**config.mk**
```make
export PLATFORM = sky130hd
export DESIGN_NAME = a8_cycle_sequencer_flat
export DESIGN_NICKNAME = d
export VERILOG_FILES = /design/src/rtl/a8_pkg.sv /design/src/rtl/a8_cycle_sequencer_if.sv /design/src/rtl/a8_sat_counter.sv /design/src/rtl/a8_cycle_sequencer.sv /design/src/flat_wrapper.sv
export SDC_FILE = /design/constraint.sdc
export NUM_CORES = 1
export LEC_CHECK = 0
export CAP_MARGIN = 20
export CORE_ASPECT_RATIO = 0.8
export CORE_MARGIN = 4
export CORE_UTILIZATION = 47
export DETAILED_ROUTE_END_ITERATION = 8
export PLACE_DENSITY = 0.86
export SYNTH_ARGS = -nofsm -noshare
export SYNTH_HDL_FRONTEND = slang
export SYNTH_SLANG_ARGS = --single-unit
```
**constraint.sdc**
```tcl
create_clock -name clk -period 2.82 [get_ports clk]
set_clock_uncertainty 0.1 [all_clocks]
set_input_delay 0.423 -clock clk [delete_from_list [all_inputs] [get_ports clk]]
set_output_delay 0.423 -clock clk [all_outputs]
set_load 0.03 [all_outputs]
```
**src/rtl/a8_pkg.sv**
```systemverilog
// Shared types and A8 bus timing constants for the cycle sequencer.
package a8_pkg;

  typedef enum logic [2:0] {
    IDLE,
    RD_REQ,
    RD_WAIT,
    RD_DRIVE,
    WR_WAIT,
    WR_REQ
  } seq_state_t;

  localparam int unsigned A8_CYCLE_NS        = 558;
  localparam int unsigned A8_ADDR_STROBE_NS  = 177;
  localparam int unsigned A8_WRITE_STROBE_NS = 422;
  localparam int unsigned A8_READ_STROBE_NS  = 486;
  localparam int unsigned CLK_PERIOD_NS      = 5;

  // Value returned on the A8 bus when no valid read data is available.
  localparam logic [7:0] A8_FLOAT_DATA = 8'hFF;

  function automatic logic win_hit(input logic [15:0] addr,
                                   input logic [15:0] base,
                                   input logic [15:0] mask);
    return (addr & mask) == (base & mask);
  endfunction

endpackage

```
**src/rtl/a8_cycle_sequencer_if.sv**
```systemverilog
// Internal register-bus request/response channel between the sequencer and the register file.
interface a8_cycle_sequencer_if;
  logic       req_valid;
  logic       req_write;
  logic [7:0] req_addr;
  logic [7:0] req_wdata;
  logic       req_ready;
  logic       rsp_valid;
  logic [7:0] rsp_rdata;

  modport master (
    output req_valid, req_write, req_addr, req_wdata,
    input  req_ready, rsp_valid, rsp_rdata
  );

  modport slave (
    input  req_valid, req_write, req_addr, req_wdata,
    output req_ready, rsp_valid, rsp_rdata
  );
endinterface

```
**src/rtl/a8_sat_counter.sv**
```systemverilog
// 8-bit event counter that sticks at 8'hFF; cleared only by synchronous reset.
module a8_sat_counter (
  input  logic       clk,
  input  logic       rst,
  input  logic       inc,
  output logic [7:0] cnt
);

  logic [7:0] cnt_q, cnt_d;

  always_comb begin
    cnt_d = cnt_q;
    if (inc && (cnt_q != 8'hFF)) begin
      cnt_d = cnt_q + 8'd1;
    end
  end

  always_ff @(posedge clk) begin
    if (rst) begin
      cnt_q <= '0;
    end else begin
      cnt_q <= cnt_d;
    end
  end

  assign cnt = cnt_q;

endmodule

```
**src/rtl/a8_cycle_sequencer.sv**
```systemverilog
// Runs one register-bus handshake per A8 access to the cartridge window and drives/captures A8 data.
// One FSM; a single counter serves as response timeout and as data-hold timer after the cycle ends.
module a8_cycle_sequencer
  import a8_pkg::*;
#(
  parameter logic [15:0] WIN_BASE    = 16'hD100,
  parameter logic [15:0] WIN_MASK    = 16'hFF00,
  parameter int unsigned HOLD_CYCLES = 4,
  parameter int unsigned RSP_TIMEOUT = 64
) (
  input  logic                        clk,
  input  logic                        rst,
  input  logic                        a8_addr_strobe,
  input  logic                        a8_write_strobe,
  input  logic                        a8_read_strobe,
  input  logic                        a8_clk_falling,
  input  logic [15:0]                 a8_addr,
  input  logic                        a8_rw_n,
  input  logic [7:0]                  a8_data_in,
  output logic [7:0]                  a8_data_out,
  output logic                        a8_data_oe,
  a8_cycle_sequencer_if.master        rbus,
  output logic [7:0]                  err_late,
  output logic [7:0]                  err_overrun
);

  localparam logic [7:0] TMO_LAST = 8'(RSP_TIMEOUT - 1);
  localparam logic [7:0] HOLD_LD  = 8'(HOLD_CYCLES);

  seq_state_t state_q, state_d;
  logic [7:0] addr_q, addr_d;
  logic [7:0] wdata_q, wdata_d;
  logic       req_valid_q, req_valid_d;
  logic       req_write_q, req_write_d;
  logic [7:0] data_out_q, data_out_d;
  logic       oe_q, oe_d;
  logic [7:0] cnt_q, cnt_d;
  logic       hold_q, hold_d;
  logic       late_inc, ovr_inc;
  logic       tmo;

  assign tmo = (cnt_q == TMO_LAST);

  always_comb begin
    state_d     = state_q;
    addr_d      = addr_q;
    wdata_d     = wdata_q;
    req_valid_d = req_valid_q;
    req_write_d = req_write_q;
    data_out_d  = data_out_q;
    oe_d        = oe_q;
    cnt_d       = cnt_q;
    hold_d      = hold_q;
    late_inc    = 1'b0;
    ovr_inc     = 1'b0;

    unique case (state_q)
      IDLE: begin
        oe_d   = 1'b0;
        hold_d = 1'b0;
        if (a8_addr_strobe && win_hit(a8_addr, WIN_BASE, WIN_MASK)) begin
          addr_d = a8_addr[7:0];
          if (a8_rw_n) begin
            req_valid_d = 1'b1;
            req_write_d = 1'b0;
            cnt_d       = '0;
            state_d     = RD_REQ;
          end else begin
            state_d = WR_WAIT;
          end
        end
      end

      RD_REQ, RD_WAIT: begin
        cnt_d = cnt_q + 8'd1;
        if ((state_q == RD_REQ) && rbus.req_ready) begin
          req_valid_d = 1'b0;
          state_d     = RD_WAIT;
        end
        // A response sampled with the read strobe still counts as on time.
        if (rbus.rsp_valid && ((state_q == RD_WAIT) || rbus.req_ready)) begin
          data_out_d  = rbus.rsp_rdata;
          req_valid_d = 1'b0;
          oe_d        = a8_read_strobe;
          state_d     = RD_DRIVE;
        end else if (a8_read_strobe) begin
          data_out_d  = A8_FLOAT_DATA;
          req_valid_d = 1'b0;
          late_inc    = 1'b1;
          oe_d        = 1'b1;
          state_d     = RD_DRIVE;
        end else if (tmo) begin
          data_out_d  = A8_FLOAT_DATA;
          req_valid_d = 1'b0;
          state_d     = RD_DRIVE;
        end
      end

      RD_DRIVE: begin
        if (a8_read_strobe) begin
          oe_d = 1'b1;
        end
        if (hold_q) begin
          cnt_d = cnt_q - 8'd1;
          if (cnt_q <= 8'd1) begin
            oe_d    = 1'b0;
            hold_d  = 1'b0;
            state_d = IDLE;
          end
        end else if (a8_clk_falling) begin
          cnt_d  = HOLD_LD;
          hold_d = 1'b1;
        end
      end

      WR_WAIT: begin
        if (a8_write_strobe) begin
          wdata_d     = a8_data_in;
          req_valid_d = 1'b1;
          req_write_d = 1'b1;
          cnt_d       = '0;
          state_d     = WR_REQ;
        end else if (a8_clk_falling) begin
          state_d = IDLE;
        end
      end

      WR_REQ: begin
        cnt_d = cnt_q + 8'd1;
        // A new access cannot start until the pending write has drained.
        if (a8_addr_strobe) begin
          ovr_inc = 1'b1;
        end
        if (rbus.req_ready || tmo) begin
          req_valid_d = 1'b0;
          state_d     = IDLE;
        end
      end

      default: begin
        state_d     = IDLE;
        req_valid_d = 1'b0;
        oe_d        = 1'b0;
      end
    endcase
  end

  always_ff @(posedge clk) begin
    if (rst) begin
      state_q     <= IDLE;
      addr_q      <= '0;
      wdata_q     <= '0;
      req_valid_q <= 1'b0;
      req_write_q <= 1'b0;
      data_out_q  <= '0;
      oe_q        <= 1'b0;
      cnt_q       <= '0;
      hold_q      <= 1'b0;
    end else begin
      state_q     <= state_d;
      addr_q      <= addr_d;
      wdata_q     <= wdata_d;
      req_valid_q <= req_valid_d;
      req_write_q <= req_write_d;
      data_out_q  <= data_out_d;
      oe_q        <= oe_d;
      cnt_q       <= cnt_d;
      hold_q      <= hold_d;
    end
  end

  assign rbus.req_valid = req_valid_q;
  assign rbus.req_write = req_write_q;
  assign rbus.req_addr  = addr_q;
  assign rbus.req_wdata = wdata_q;
  assign a8_data_out    = data_out_q;
  assign a8_data_oe     = oe_q;

  a8_sat_counter u_err_late (
    .clk (clk),
    .rst (rst),
    .inc (late_inc),
    .cnt (err_late)
  );

  a8_sat_counter u_err_overrun (
    .clk (clk),
    .rst (rst),
    .inc (ovr_inc),
    .cnt (err_overrun)
  );

endmodule

```
**src/flat_wrapper.sv**
```systemverilog
// flat-port wrapper written by rule: the top's interface ports become plain ports
module a8_cycle_sequencer_flat import a8_pkg::*;
#(
  parameter logic [15:0] WIN_BASE    = 16'hD100,
  parameter logic [15:0] WIN_MASK    = 16'hFF00,
  parameter int unsigned HOLD_CYCLES = 4,
  parameter int unsigned RSP_TIMEOUT = 64
)
  (clk, rst, a8_addr_strobe, a8_write_strobe, a8_read_strobe, a8_clk_falling, a8_addr, a8_rw_n, a8_data_in, a8_data_out, a8_data_oe, err_late, err_overrun, rbus_req_valid, rbus_req_write, rbus_req_addr, rbus_req_wdata, rbus_req_ready, rbus_rsp_valid, rbus_rsp_rdata);
  a8_cycle_sequencer_if rbus_i ();
  input  logic clk;
  input  logic rst;
  input  logic a8_addr_strobe;
  input  logic a8_write_strobe;
  input  logic a8_read_strobe;
  input  logic a8_clk_falling;
  input  logic [15:0] a8_addr;
  input  logic a8_rw_n;
  input  logic [7:0] a8_data_in;
  output logic [7:0] a8_data_out;
  output logic a8_data_oe;
  output logic [7:0] err_late;
  output logic [7:0] err_overrun;
  output wire logic [$bits(rbus_i.req_valid)-1:0] rbus_req_valid;
  output wire logic [$bits(rbus_i.req_write)-1:0] rbus_req_write;
  output wire logic [$bits(rbus_i.req_addr)-1:0] rbus_req_addr;
  output wire logic [$bits(rbus_i.req_wdata)-1:0] rbus_req_wdata;
  input wire logic [$bits(rbus_i.req_ready)-1:0] rbus_req_ready;
  input wire logic [$bits(rbus_i.rsp_valid)-1:0] rbus_rsp_valid;
  input wire logic [$bits(rbus_i.rsp_rdata)-1:0] rbus_rsp_rdata;
  assign rbus_req_valid = rbus_i.req_valid;
  assign rbus_req_write = rbus_i.req_write;
  assign rbus_req_addr = rbus_i.req_addr;
  assign rbus_req_wdata = rbus_i.req_wdata;
  assign rbus_i.req_ready = rbus_req_ready;
  assign rbus_i.rsp_valid = rbus_rsp_valid;
  assign rbus_i.rsp_rdata = rbus_rsp_rdata;
  a8_cycle_sequencer #(.WIN_BASE(WIN_BASE), .WIN_MASK(WIN_MASK), .HOLD_CYCLES(HOLD_CYCLES), .RSP_TIMEOUT(RSP_TIMEOUT)) u_core (.clk(clk), .rst(rst), .a8_addr_strobe(a8_addr_strobe), .a8_write_strobe(a8_write_strobe), .a8_read_strobe(a8_read_strobe), .a8_clk_falling(a8_clk_falling), .a8_addr(a8_addr), .a8_rw_n(a8_rw_n), .a8_data_in(a8_data_in), .a8_data_out(a8_data_out), .a8_data_oe(a8_data_oe), .rbus(rbus_i), .err_late(err_late), .err_overrun(err_overrun));
endmodule
```
---- Word-level counts from Yosys, hierarchy flattened ----
Cells that the tools add are included.
word-level totals
  flip-flop bits (word level) ............. 55
  output and inout port bits .............. 43
cells by class
  $add $sub $neg .......................... 4
  order comparisons ....................... 1
  equal/unequal tests ..................... 18
  muxes and demuxes ....................... 47
  bitwise logic cells ..................... 1
  reduce and logical (&&, ||, !) cells .... 22
operators with widths
  cell                                                    count
  2-to-1 mux 8 bit                                        8
  2-to-1 mux 3 bit                                        11
  one-hot mux 8 bit (4 select lines)                      1
  adder 8 x 1 -> 8 bit (second input constant)            3
  2-to-1 mux 1 bit                                        22
  inequality test 8 bit (second input constant)           2
  one-hot mux 3 bit (5 select lines)                      1
  AND reduction 6 bit                                     2
  == test 8 x 6 -> 1 bit (second input constant)          1
  == test 8 bit (second input constant)                   1
  <= comparator 8 x 1 -> 1 bit (second input constant)    1
  inequality test 2 x 1 -> 1 bit (second input constant)  4
  subtractor 8 x 1 -> 8 bit (second input constant)       1
  == test 3 x 2 -> 1 bit (second input constant)          2
  == test 3 bit (second input constant)                   2
  AND reduction 2 bit                                     3
  logical AND 1 bit                                       5
  inequality test 5 x 2 -> 1 bit (second input constant)  1
  one-hot mux 1 bit (5 select lines)                      1
  AND reduction 5 bit                                     1
  inequality test 2 bit (second input constant)           2
  one-hot mux 1 bit (2 select lines)                      2
  AND reduction 4 bit                                     1
  nonzero test 2 bit                                      2
  11 further kinds                                        13

---- Logic depth before layout (Yosys ltp) ----
  depth after elaboration ................. 7
  depth in mapped cells ................... 7
  depth with buffers taken out ............ 7

---- Modules after synthesis ----
Synthesis repeated with hierarchy kept, for this count alone.
second synthesis, totals
  cell total of the unflattened synthesis .. 330
  area total of the unflattened synthesis .. 2,867.8 um^2
modules (own cells, without submodules)
  module              times used  cells an instance  area each (um^2)  seq. area each (um^2)
  a8_cycle_sequencer  1           238                2,006.9           780.7
  a8_sat_counter      2           46                 430.4             160.2

---- Worst setup path before layout ----
Ideal clock, no wire load.
  kind .................................... register -> register
  from .................................... register u_core.u_err_late.cnt_q[0], in the netlist u_core.u_err_late.cnt[0]
  to ...................................... register u_core.u_err_late.cnt_q[7], in the netlist u_core.u_err_late.cnt[7]
  setup time .............................. 70 ps
  data arrival time ....................... 1,922 ps
  data required time ...................... 2,650 ps
  path slack .............................. 727 ps
  stages on the path, launching flop included .. 8
  path buffers ............................ 1
  clock period less this slack ............ 2,093 ps
  cells stage by stage .................... dfxtp_1 > ha_1 > nand3_1 > nor2_1 > or3_1 > buf_6 > or4_1 > a21oi_1
between the ends
  word-level cells in the longest chain between the ends .. 2
  elaborated cells on any way between the ends .. 3
RTL lines
  element                                                                       RTL line              source
  from (decl)                                                                   a8_sat_counter.sv:9   logic [7:0] cnt_q, cnt_d;
  from (signal assigned)                                                        a8_sat_counter.sv:22  cnt_q <= cnt_d;
  parallel branches: the longest is 2 deep, another holds adder 8 x 1 -> 8 bit  -
Parallel ways; which one is timed is not known.
A chain may end at the register's enable or synchronous reset.

---- Worst setup path after layout ----
  from .................................... register u_core.cnt_q[0]
  to ...................................... register u_core.req_valid_q, in the netlist u_core.rbus.req_valid
between the ends
  word-level cells in the longest chain between the ends .. 5
  elaborated cells on any way between the ends .. 9
RTL lines
  element                             RTL line                   source
  from (decl)                         a8_cycle_sequencer.sv:37   logic [7:0] cnt_q, cnt_d;
  from (signal assigned)              a8_cycle_sequencer.sv:167  cnt_q <= cnt_d;
  == test 8 x 6 -> 1 bit *            a8_cycle_sequencer.sv:42   assign tmo = (cnt_q == TMO_LAST);
  2-to-1 mux 1 bit                    a8_cycle_sequencer.sv:92   end else if (tmo) begin
  2-to-1 mux 1 bit                    a8_cycle_sequencer.sv:86   end else if (a8_read_strobe) begin
  2-to-1 mux 1 bit                    a8_cycle_sequencer.sv:81   if (rbus.rsp_valid && ((state_q == RD_WAIT) || rbus.req_ready)) begin
  one-hot mux 1 bit (5 select lines)  a8_cycle_sequencer.sv:57   unique case (state_q)
  to (signal assigned)                a8_cycle_sequencer.sv:163  req_valid_q <= req_valid_d;
  to (decl)                           a8_cycle_sequencer.sv:33   logic req_valid_q, req_valid_d;
Every way passes the cells marked *; elsewhere a longest branch is shown, timed or not.

==> flow_metrics.env <==
export IMPL_avgViaCountPerCell=5.64
export IMPL_antenna_found_initial=0
export IMPL_syn_nets=397
export IMPL_nNetsFinal=476
export IMPL_status="complete, no violations"
export IMPL_whs_path_depth=2
export IMPL_rows=24
export IMPL_clockRootBuffer="clkbuf_8"
export IMPL_rsz0062_at_grt="no"
export IMPL_area_growth_pct=34.4
export IMPL_grt_total_usage_pct=21.2
export IMPL_layout_common_cells="82 x clkdlybuf4s50_1, 55 x dfxtp_1, 54 x nor2_1, 44 x nand2_1, 26 x a21oi_1"
export IMPL_maxSlewViolCount=0
export IMPL_clockBufferDepth=2
export IMPL_final_setup_tns_ps=0
export IMPL_r2r_cells=6
export IMPL_setup_ws_ps=538
export IMPL_drive_above_1_share_pct=4.43
export IMPL_crit_path_end_kind="flop"
export IMPL_n_fill_cell=479
export IMPL_drtAntennaViolNets=0
export IMPL_tightest_slew_ps=773
export IMPL_ir_drop_mv=0.328
export IMPL_hp_start="u_core.rbus.req_wdata[1]"
export IMPL_synthCells=351
export IMPL_crit_type="flop to flop"
export IMPL_drt_initial_drc_count=329
export IMPL_hp_class="flop to flop"
export IMPL_synth_edff_count=0
export IMPL_max_cap_violations=0
export IMPL_grt_first_pass_wirelength_mm=12.6
export IMPL_avgSynthCellArea_um2=7.95
export IMPL_leakagePower_nw=1.36
export IMPL_crit_arrival_ps=2440
export IMPL_mostFrequentLayoutCell="clkdlybuf4s50_1"
export IMPL_post_cts_buffers=0
export IMPL_yosys_warnings=0
export IMPL_die_area_um2=7240
export IMPL_synth_seq_cells=55
export IMPL_core_um2=5590
export IMPL_die_height_um=76.9
export IMPL_whs_ps=360
export IMPL_vias=2862
export IMPL_initial_core_util_pct=49.9
export IMPL_powerDensity_nw_per_um2=688
export IMPL_synth_area_um2=2790
export IMPL_timing_rr_start="u_core.cnt_q[0]"
export IMPL_path_buf_inv=0
export IMPL_r2r_end="u_core.rbus.req_valid"
export IMPL_clk_latency_ps=310
export IMPL_hold_end="u_core.rbus.req_wdata[1]"
export IMPL_period_share_pct=80.9
export IMPL_setup_viol=0
export IMPL_gr_total_overflow=0
export IMPL_fin_crit_ps=2280
export IMPL_critPathMaxStageDelay_ps=700
export IMPL_h_tree_depth=2
export IMPL_port_buffers=83
export IMPL_critPathRequiredTime_ps=2980
export IMPL_slew_headroom_pct=48.3
export IMPL_final_seq_area_um2=1100
export IMPL_preCtsSetupSlack_ps=312
export IMPL_cts_resized_gates=0
export IMPL_r2r_setup_slack_ps=540
export IMPL_crit_slowest_cell="a2111oi_1"
export IMPL_gp_congestion=0.927
export IMPL_critPathLaunchType="flop"
export IMPL_cts_tree="done"
export IMPL_drc=0
export IMPL_multi_input_area_um2=1590
export IMPL_first_pass_iters=4
export IMPL_cts_clk_slew_worst_paths_ps=90
export IMPL_grt_pass1_vias=2701
export IMPL_crit_family="compound AO/OA/AOI/OAI gates"
export IMPL_cts_sinks=55
export IMPL_ys_flop_type="dfxtp_1"
export IMPL_ys_types=53
export IMPL_cp_cell_sequence="ha_1, and3_1, a2111oi_1, nor2_1, a311o_1, nand2_1"
export IMPL_fmax_mhz=438
export IMPL_yosysSeqAreaShare_pct=39.5
export IMPL_hold_violations=0
export IMPL_dieWidth_um=94.1
export IMPL_wl_per_cell_um=15.1
export IMPL_ios=84
export IMPL_drt_total_wl_mm=7.68
export IMPL_n_antenna_cell=0
export IMPL_hpwlAfterDp_mm=5.73
export IMPL_grt_max_degree=34
export IMPL_async_flop_share_pct=0
export IMPL_path_max_fanout=9
export IMPL_numCtsBuffers=5
export IMPL_hold_buffers=0
report_power, final:
part | switching, mW | internal, mW
clock network | 0.247 | 0.166
logic | 0.682 | 0.487
registers | 0.114 | 0.881
total | 1.04 | 1.53
routing by layer:
layer / up-vias / global-route usage (%) / part of all wire (%)
met4: 0 / 5.63 / 1.0
met1: 1321 / 27.4 / 42
met5: - / 0 / 0
li1: 1411 / - / -
met2: 120 / 34.1 / 47
met3: 10 / 6.36 / 9.5
how the worst max path moves through the flow:
stage | startpoint | to | slack (ps) | cells past startpoint
floorplan | u_core.u_err_late.cnt[0] | u_core.u_err_late.cnt[7] | 730 | 7
global placement | a8_addr[8] | u_core.cnt_q[1] | 320 | 6
detailed placement | a8_addr[8] | u_core.cnt_q[1] | 310 | 6
CTS | u_core.cnt_q[0] | u_core.rbus.req_valid | 580 | 6
global route | u_core.cnt_q[0] | u_core.rbus.req_valid | 370 | 6
finish | u_core.cnt_q[0] | u_core.rbus.req_valid | 540 | 6
synth_stat cells, types with 5 or more instances:
library cell	instances	area share, %
xor2_1	5	1.6
mux2i_1	11	3.9
nand2_1	44	5.9
ha_1	5	2.2
a31oi_1	5	1.1
nor2_1	54	7.3
o21ai_0	12	2.2
nand3_1	6	1.1
nand2b_1	7	1.6
dfxtp_1	55	39
inv_1	7	0.94
nor3_1	19	3.4
clkbuf_1	13	1.7
a21oi_1	26	4.7
nand4_1	7	1.6
or3_1	5	1.1
a211oi_1	5	1.3
sequential cells by signal, summed over array words and instances (netlist names):
| signal | cells |
|---|---|
| u_core.rbus.req_wdata | 8 |
| u_core.state_q | 3 |
| u_core.a8_data_oe | 1 |
| u_core.u_err_overrun.cnt | 8 |
| u_core.rbus.req_valid | 1 |
| u_core.cnt_q | 8 |
| u_core.u_err_late.cnt | 8 |
| u_core.rbus.req_addr | 8 |
| u_core.hold_q | 1 |
| u_core.a8_data_out | 8 |
| u_core.rbus.req_write | 1 |
stage by stage:
step / std cells / cell area (µm²) / total power, mW / util (%)
CTS: 507 / 3750 / 2.58 / 67.1
global route: 507 / 3750 / 2.74 / 67.1
global placement: 501 / 3670 / 2.13 / 65.7
finish: 507 / 3750 / 2.58 / 67.1
detailed placement: 501 / 3670 / 2.17 / 65.7
floorplan: 351 / 2790 / 1.78 / -
cells by family (layout without fill, tap and decap cells):
| family | count (synthesis) | in the layout | synth area share, % |
|---|---|---|---|
| AOI/OAI and AO/OA | 75 | 75 | 17.5 |
| adders and majority gates | 5 | 5 | 2.24 |
| DFF | 55 | 55 | 39.5 |
| xor gates and xnor gates | 9 | 9 | 2.83 |
| muxes | 11 | 11 | 3.95 |
| and+or+nand+nor | 173 | 173 | 30.4 |
| buffers and inverters | 23 | 101 | 3.63 |
layout make-up:
class | instances | share of cell area (%)
clock inverters | 1 | 0.200
repair buffers | 87 | 22.8
clock buffers | 5 | 1.84
well taps | 78 | 2.60
inverters | 8 | 0.801
flip-flops and latches | 55 | 29.4
multi-input cells | 273 | 42.3
worst reg2reg max path, delay by kind of cell (launching register included):
kind,cells,cell delay (ps)
AOI/OAI and AO/OA,2,1010
and+or+nand+nor,3,460
DFF,1,400
adders and majority gates,1,270
No activity file was read; power rests on OpenSTA's default activity.
==> patch 1: new RTL, same flow settings <==
`RSP_TIMEOUT` is set to 64 in 2 places; all go to 48.
--- a/src/rtl/a8_cycle_sequencer.sv
+++ b/src/rtl/a8_cycle_sequencer.sv
@@ -7,5 +7,5 @@
   parameter logic [15:0] WIN_MASK    = 16'hFF00,
   parameter int unsigned HOLD_CYCLES = 4,
-  parameter int unsigned RSP_TIMEOUT = 64
+  parameter int unsigned RSP_TIMEOUT = 48
 ) (
   input  logic                        clk,
--- a/src/flat_wrapper.sv
+++ b/src/flat_wrapper.sv
@@ -5,5 +5,5 @@
   parameter logic [15:0] WIN_MASK    = 16'hFF00,
   parameter int unsigned HOLD_CYCLES = 4,
-  parameter int unsigned RSP_TIMEOUT = 64
+  parameter int unsigned RSP_TIMEOUT = 48
 )
   (clk, rst, a8_addr_strobe, a8_write_strobe, a8_read_strobe, a8_clk_falling, a8_addr, a8_rw_n, a8_data_in, a8_data_out, a8_data_oe, err_late, err_overrun, rbus_req_valid, rbus_req_write, rbus_req_addr, rbus_req_wdata, rbus_req_ready, rbus_rsp_valid, rbus_rsp_rdata);
Check against the original RTL: same outputs for any inputs over 10 cycles, from zero or initial values and one cycle with rst high; that may be too few to reach the edited logic, so the function may still have changed.
==> patch 1 against the original RTL <==
- critical path depth fell by 1
- cell area rose by 0.30%
- setup slack got worse by 0.12 ns
- routed wire length fell by 5.8%
- sequential cell count did not move
- total power rose by 0.88%
- maximum frequency fell by 5.1%
- area after synthesis fell by 0.72%
==> patch 1: results (changes against the original RTL) <==
| Metric | Value |
|---|---|
| Nets in the synthesized netlist | 391 (was 397) |
| Peak ir drop on the vdd network | 0.356 mV (was 0.328 mV) |
| Largest net degree at the start of global routing | 38 (was 34) |
| Status | finished, final reports clean (unchanged) |
| Layout clock area frac | 2.73% (was 2.04%) |
| Routed via count | 2896 (was 2862) |
| Number of inserted filler cells in the final layout | 478 (was 479) |
| Final Net Count | 468 (was 476) |
| Multi-input combinational cell count | 265 (was 273) |
| Non-Filler Instances | 501 (was 507) |
| Number of different library cells in the post-synthesis netlist | 56 (was 53) |
| Portion of the post-synthesis area used by sequential elements | 39.8% (was 39.5%) |
| Clock buffers | 6 (was 5) |
| Compound-Gate Fraction of Synth Area | 19.3% (was 17.5%) |
| Seq area share | 29.3% (was 29.4%) |
| Met3 usage | 5.97% (was 6.36%) |
| TritonRoute pass-1 iters | 5 (was 4) |
| Proportion of power drawn by combinational gates | 41.8% (was 45.4%) |
| Iter 0 DRT Violations | 235 (was 329) |
| Worst-margin pin slew | 0.669 ns (was 0.773 ns) |
| Arrival time reported for the critical path endpoint | 2.55 ns (was 2.44 ns) |
| Sw Share | 40.2% (was 40.5%) |
| Fraction of synthesized cell area in xor and xnor cells | 2.85% (was 2.83%) |
| Synthesized area divided by synthesized cell count | 8.03 um2 (was 7.95 um2) |
| Total instance count after detailed placement | 493 (was 501) |
patch 1: changes by cell type after synthesis, sizes merged, moves of 4 or more:
cell | unedited run | this run
a21oi | 26 | 33
nand2 | 44 | 31
nand3 | 6 | 14
nand4 | 7 | 3
a311oi | 2 | 7
patch 1: logic make-up (layout without fill, tap and decap cells):
family,Yosys count,count (layout)
and+or+nand+nor,154,154
AOI/OAI and AO/OA,84,84
DFF,55,55
buffers and inverters,25,103
muxes,13,13
xor gates and xnor gates,9,9
adders and majority gates,5,5
patch 1: worst paths after layout:
kind	start	endpoint	slack [ns]	depth (start not counted)
hold / removal	u_core.rbus.req_wdata[4]	u_core.rbus.req_wdata[4]	0.36	2
hold reg to reg	u_core.rbus.req_wdata[4]	u_core.rbus.req_wdata[4]	0.36	2
setup reg to reg	u_core.state_q[1]	u_core.u_err_late.cnt[7]	0.41	5
setup / recovery	u_core.state_q[1]	u_core.u_err_late.cnt[7]	0.41	5
==> patch 2: new RTL, same flow settings <==
Without the edit above. Re-encode `seq_state_t` (6 states) as Gray code, 3 bits wide.
--- a/src/rtl/a8_pkg.sv
+++ b/src/rtl/a8_pkg.sv
@@ -3,10 +3,10 @@
 
   typedef enum logic [2:0] {
-    IDLE,
-    RD_REQ,
-    RD_WAIT,
-    RD_DRIVE,
-    WR_WAIT,
-    WR_REQ
+    IDLE     = 3'b000,
+    RD_REQ   = 3'b001,
+    RD_WAIT  = 3'b011,
+    RD_DRIVE = 3'b010,
+    WR_WAIT  = 3'b110,
+    WR_REQ   = 3'b111
   } seq_state_t;
 
Formal check against the unedited RTL: same outputs for any inputs over 4 cycles, from zero or initial values and one cycle with rst high; so few cycles prove little.
==> patch 2 against the original RTL <==
- area after synthesis about the same
- sequential cell count unchanged
- count of clock-buffer cells in the layout is the same
- cell count decreased by 4.7%
- cell area down 0.67%
- critical path depth decreased by 1
- setup slack better by 0.039 ns
- first-iteration DRC count shrank 42%
- synthesized cell count is 6.8% lower
- global-route usage is 2.2 points lower
- routed wire length decreased by 11%
- critical endpoint is now u_core.cnt_q[7]
Power is not compared: it rests on default switching activity, and its combinational part moved more than twofold at a synthesized area within 25%.
==> patch 2: results (changes against the original RTL) <==
| Metric | Value |
|---|---|
| Status | finished, final reports clean (unchanged) |
| Area occupied by multi-input gates | 1560 um2 (was 1590 um2) |
| Largest fanout of any net on the critical path | 21 (was 9) |
| Layout clock area frac | 2.52% (was 2.04%) |
| Share of final-layout standard cells stronger than drive strength 1 | 7.65% (was 4.43%) |
| Final Net Count | 450 (was 476) |
| Seq area share | 29.6% (was 29.4%) |
| Launch point of the worst hold path | u_core.rbus.req_wdata[4] (was u_core.rbus.req_wdata[1]) |
| Non-Filler Instances | 483 (was 507) |
| Pre-CTS setup slack | 0.381 ns (was 0.312 ns) |
| Global placer's final weighted congestion | 0.839 (was 0.927) |
| Vias in the first global route | 2441 (was 2701) |
| Critical register-to-register path startpoint | u_core.state_q[2] (was u_core.cnt_q[0]) |
| Dpl hpwl | 5.04 mm (was 5.73 mm) |
| Iter 0 DRT Violations | 191 (was 329) |
| Number of inserted filler cells in the final layout | 502 (was 479) |
| Clock edge transition at the registers on the reported setup and hold paths | 0.11 ns (was 0.09 ns) |
| Signal inverters | 4 (was 8) |
| Multi-input combinational cell count | 251 (was 273) |
| Synthesized area divided by synthesized cell count | 8.52 um2 (was 7.95 um2) |
| Wire length of the first global-routing pass | 11.3 mm (was 12.6 mm) |
| Average wire length per cell after detail routing | 14.1 um (was 15.1 um) |
| Most instantiated cells after synthesis | sky130_fd_sc_hd__nor2_1 (57), sky130_fd_sc_hd__dfxtp_1 (55), sky130_fd_sc_hd__nand2_1 (34), sky130_fd_sc_hd__a21oi_1 (21), sky130_fd_sc_hd__nor3_1 (19) (was sky130_fd_sc_hd__dfxtp_1 (55), sky130_fd_sc_hd__nor2_1 (54), sky130_fd_sc_hd__nand2_1 (44), sky130_fd_sc_hd__a21oi_1 (26), sky130_fd_sc_hd__nor3_1 (19)) |
| Main area contributors after synthesis | sky130_fd_sc_hd__dfxtp_1 (40%), sky130_fd_sc_hd__nor2_1 (7.7%), sky130_fd_sc_hd__nand2_1 (4.6%) (was sky130_fd_sc_hd__dfxtp_1 (39%), sky130_fd_sc_hd__nor2_1 (7.3%), sky130_fd_sc_hd__nand2_1 (5.9%)) |
| Worst relative slew slack | 43.1% (was 48.3%) |
| Global-route usage over all layers | 18.9% (was 21.2%) |
| Seq cells | 55 (unchanged) |
| Largest stage delay, worst path | 0.75 ns (was 0.70 ns) |
| Arrival time reported for the critical path endpoint | 2.32 ns (was 2.44 ns) |
| Largest net degree at the start of global routing | 48 (was 34) |
| Placement Cell Area | 3630 um2 (was 3670 um2) |
| Library cell contributing the largest single delay on the critical path | sky130_fd_sc_hd__dfxtp_1 (was sky130_fd_sc_hd__a2111oi_1) |
| Nets in the synthesized netlist | 373 (was 397) |
| Layout buffering overhead excluding clock cells | 23.0% (was 22.8%) |
[patch 2: cell count changes after synthesis, sizes merged, moves of 4 or more]
cell    unedited run  this run
nand4              7         3
xnor2              4         8
a21oi             26        21
inv                8         4
nand2             44        34
nand2b             7         3
clkbuf            13         8
buf                2         9
[patch 2: metal layers]
| metal | GRT usage, % | up-vias | part of all wire (%) |
|---|---|---|---|
| met3 | 5.77 | 5 | 7.1 |
| met2 | 29.9 | 92 | 46 |
| met5 | 0 | - | 0 |
| met1 | 26.2 | 1212 | 47 |
| met4 | 2.16 | 0 | 0.53 |
| li1 | - | 1319 | - |
[patch 2: logic make-up after synthesis]
kind of cell,count (synthesis),synth area share (%)
DFF,55,39.5
muxes,10,3.59
buffers and inverters,21,4.53
adders and majority gates,5,2.25
AOI/OAI and AO/OA,65,16.9
and+or+nand+nor,156,28.5
xor gates and xnor gates,15,4.72
[patch 2: final timing paths]
path | end | slack [ns] | cells past startpoint
worst min register to register | u_core.rbus.req_wdata[4] | 0.36 | 2
worst max-delay path | u_core.cnt_q[7] | 0.58 | 5
worst max register to register | u_core.cnt_q[7] | 0.58 | 5
worst min-delay path | u_core.rbus.req_wdata[4] | 0.36 | 2
[patch 2: tightest hold or removal path, stage by stage, from the launching register on]
cell and delay [ns]:
sky130_fd_sc_hd__dfxtp_1 0.32, sky130_fd_sc_hd__nand2_1 0.05, sky130_fd_sc_hd__a21oi_1 0.05
[patch 2: report_power, final]
group	leakage (nW)	switching (mW)	internal [mW]
Clock	0.0443	0.266	0.178
Combinational	0.817	0.193	0.174
Sequential	0.443	0.0384	0.803
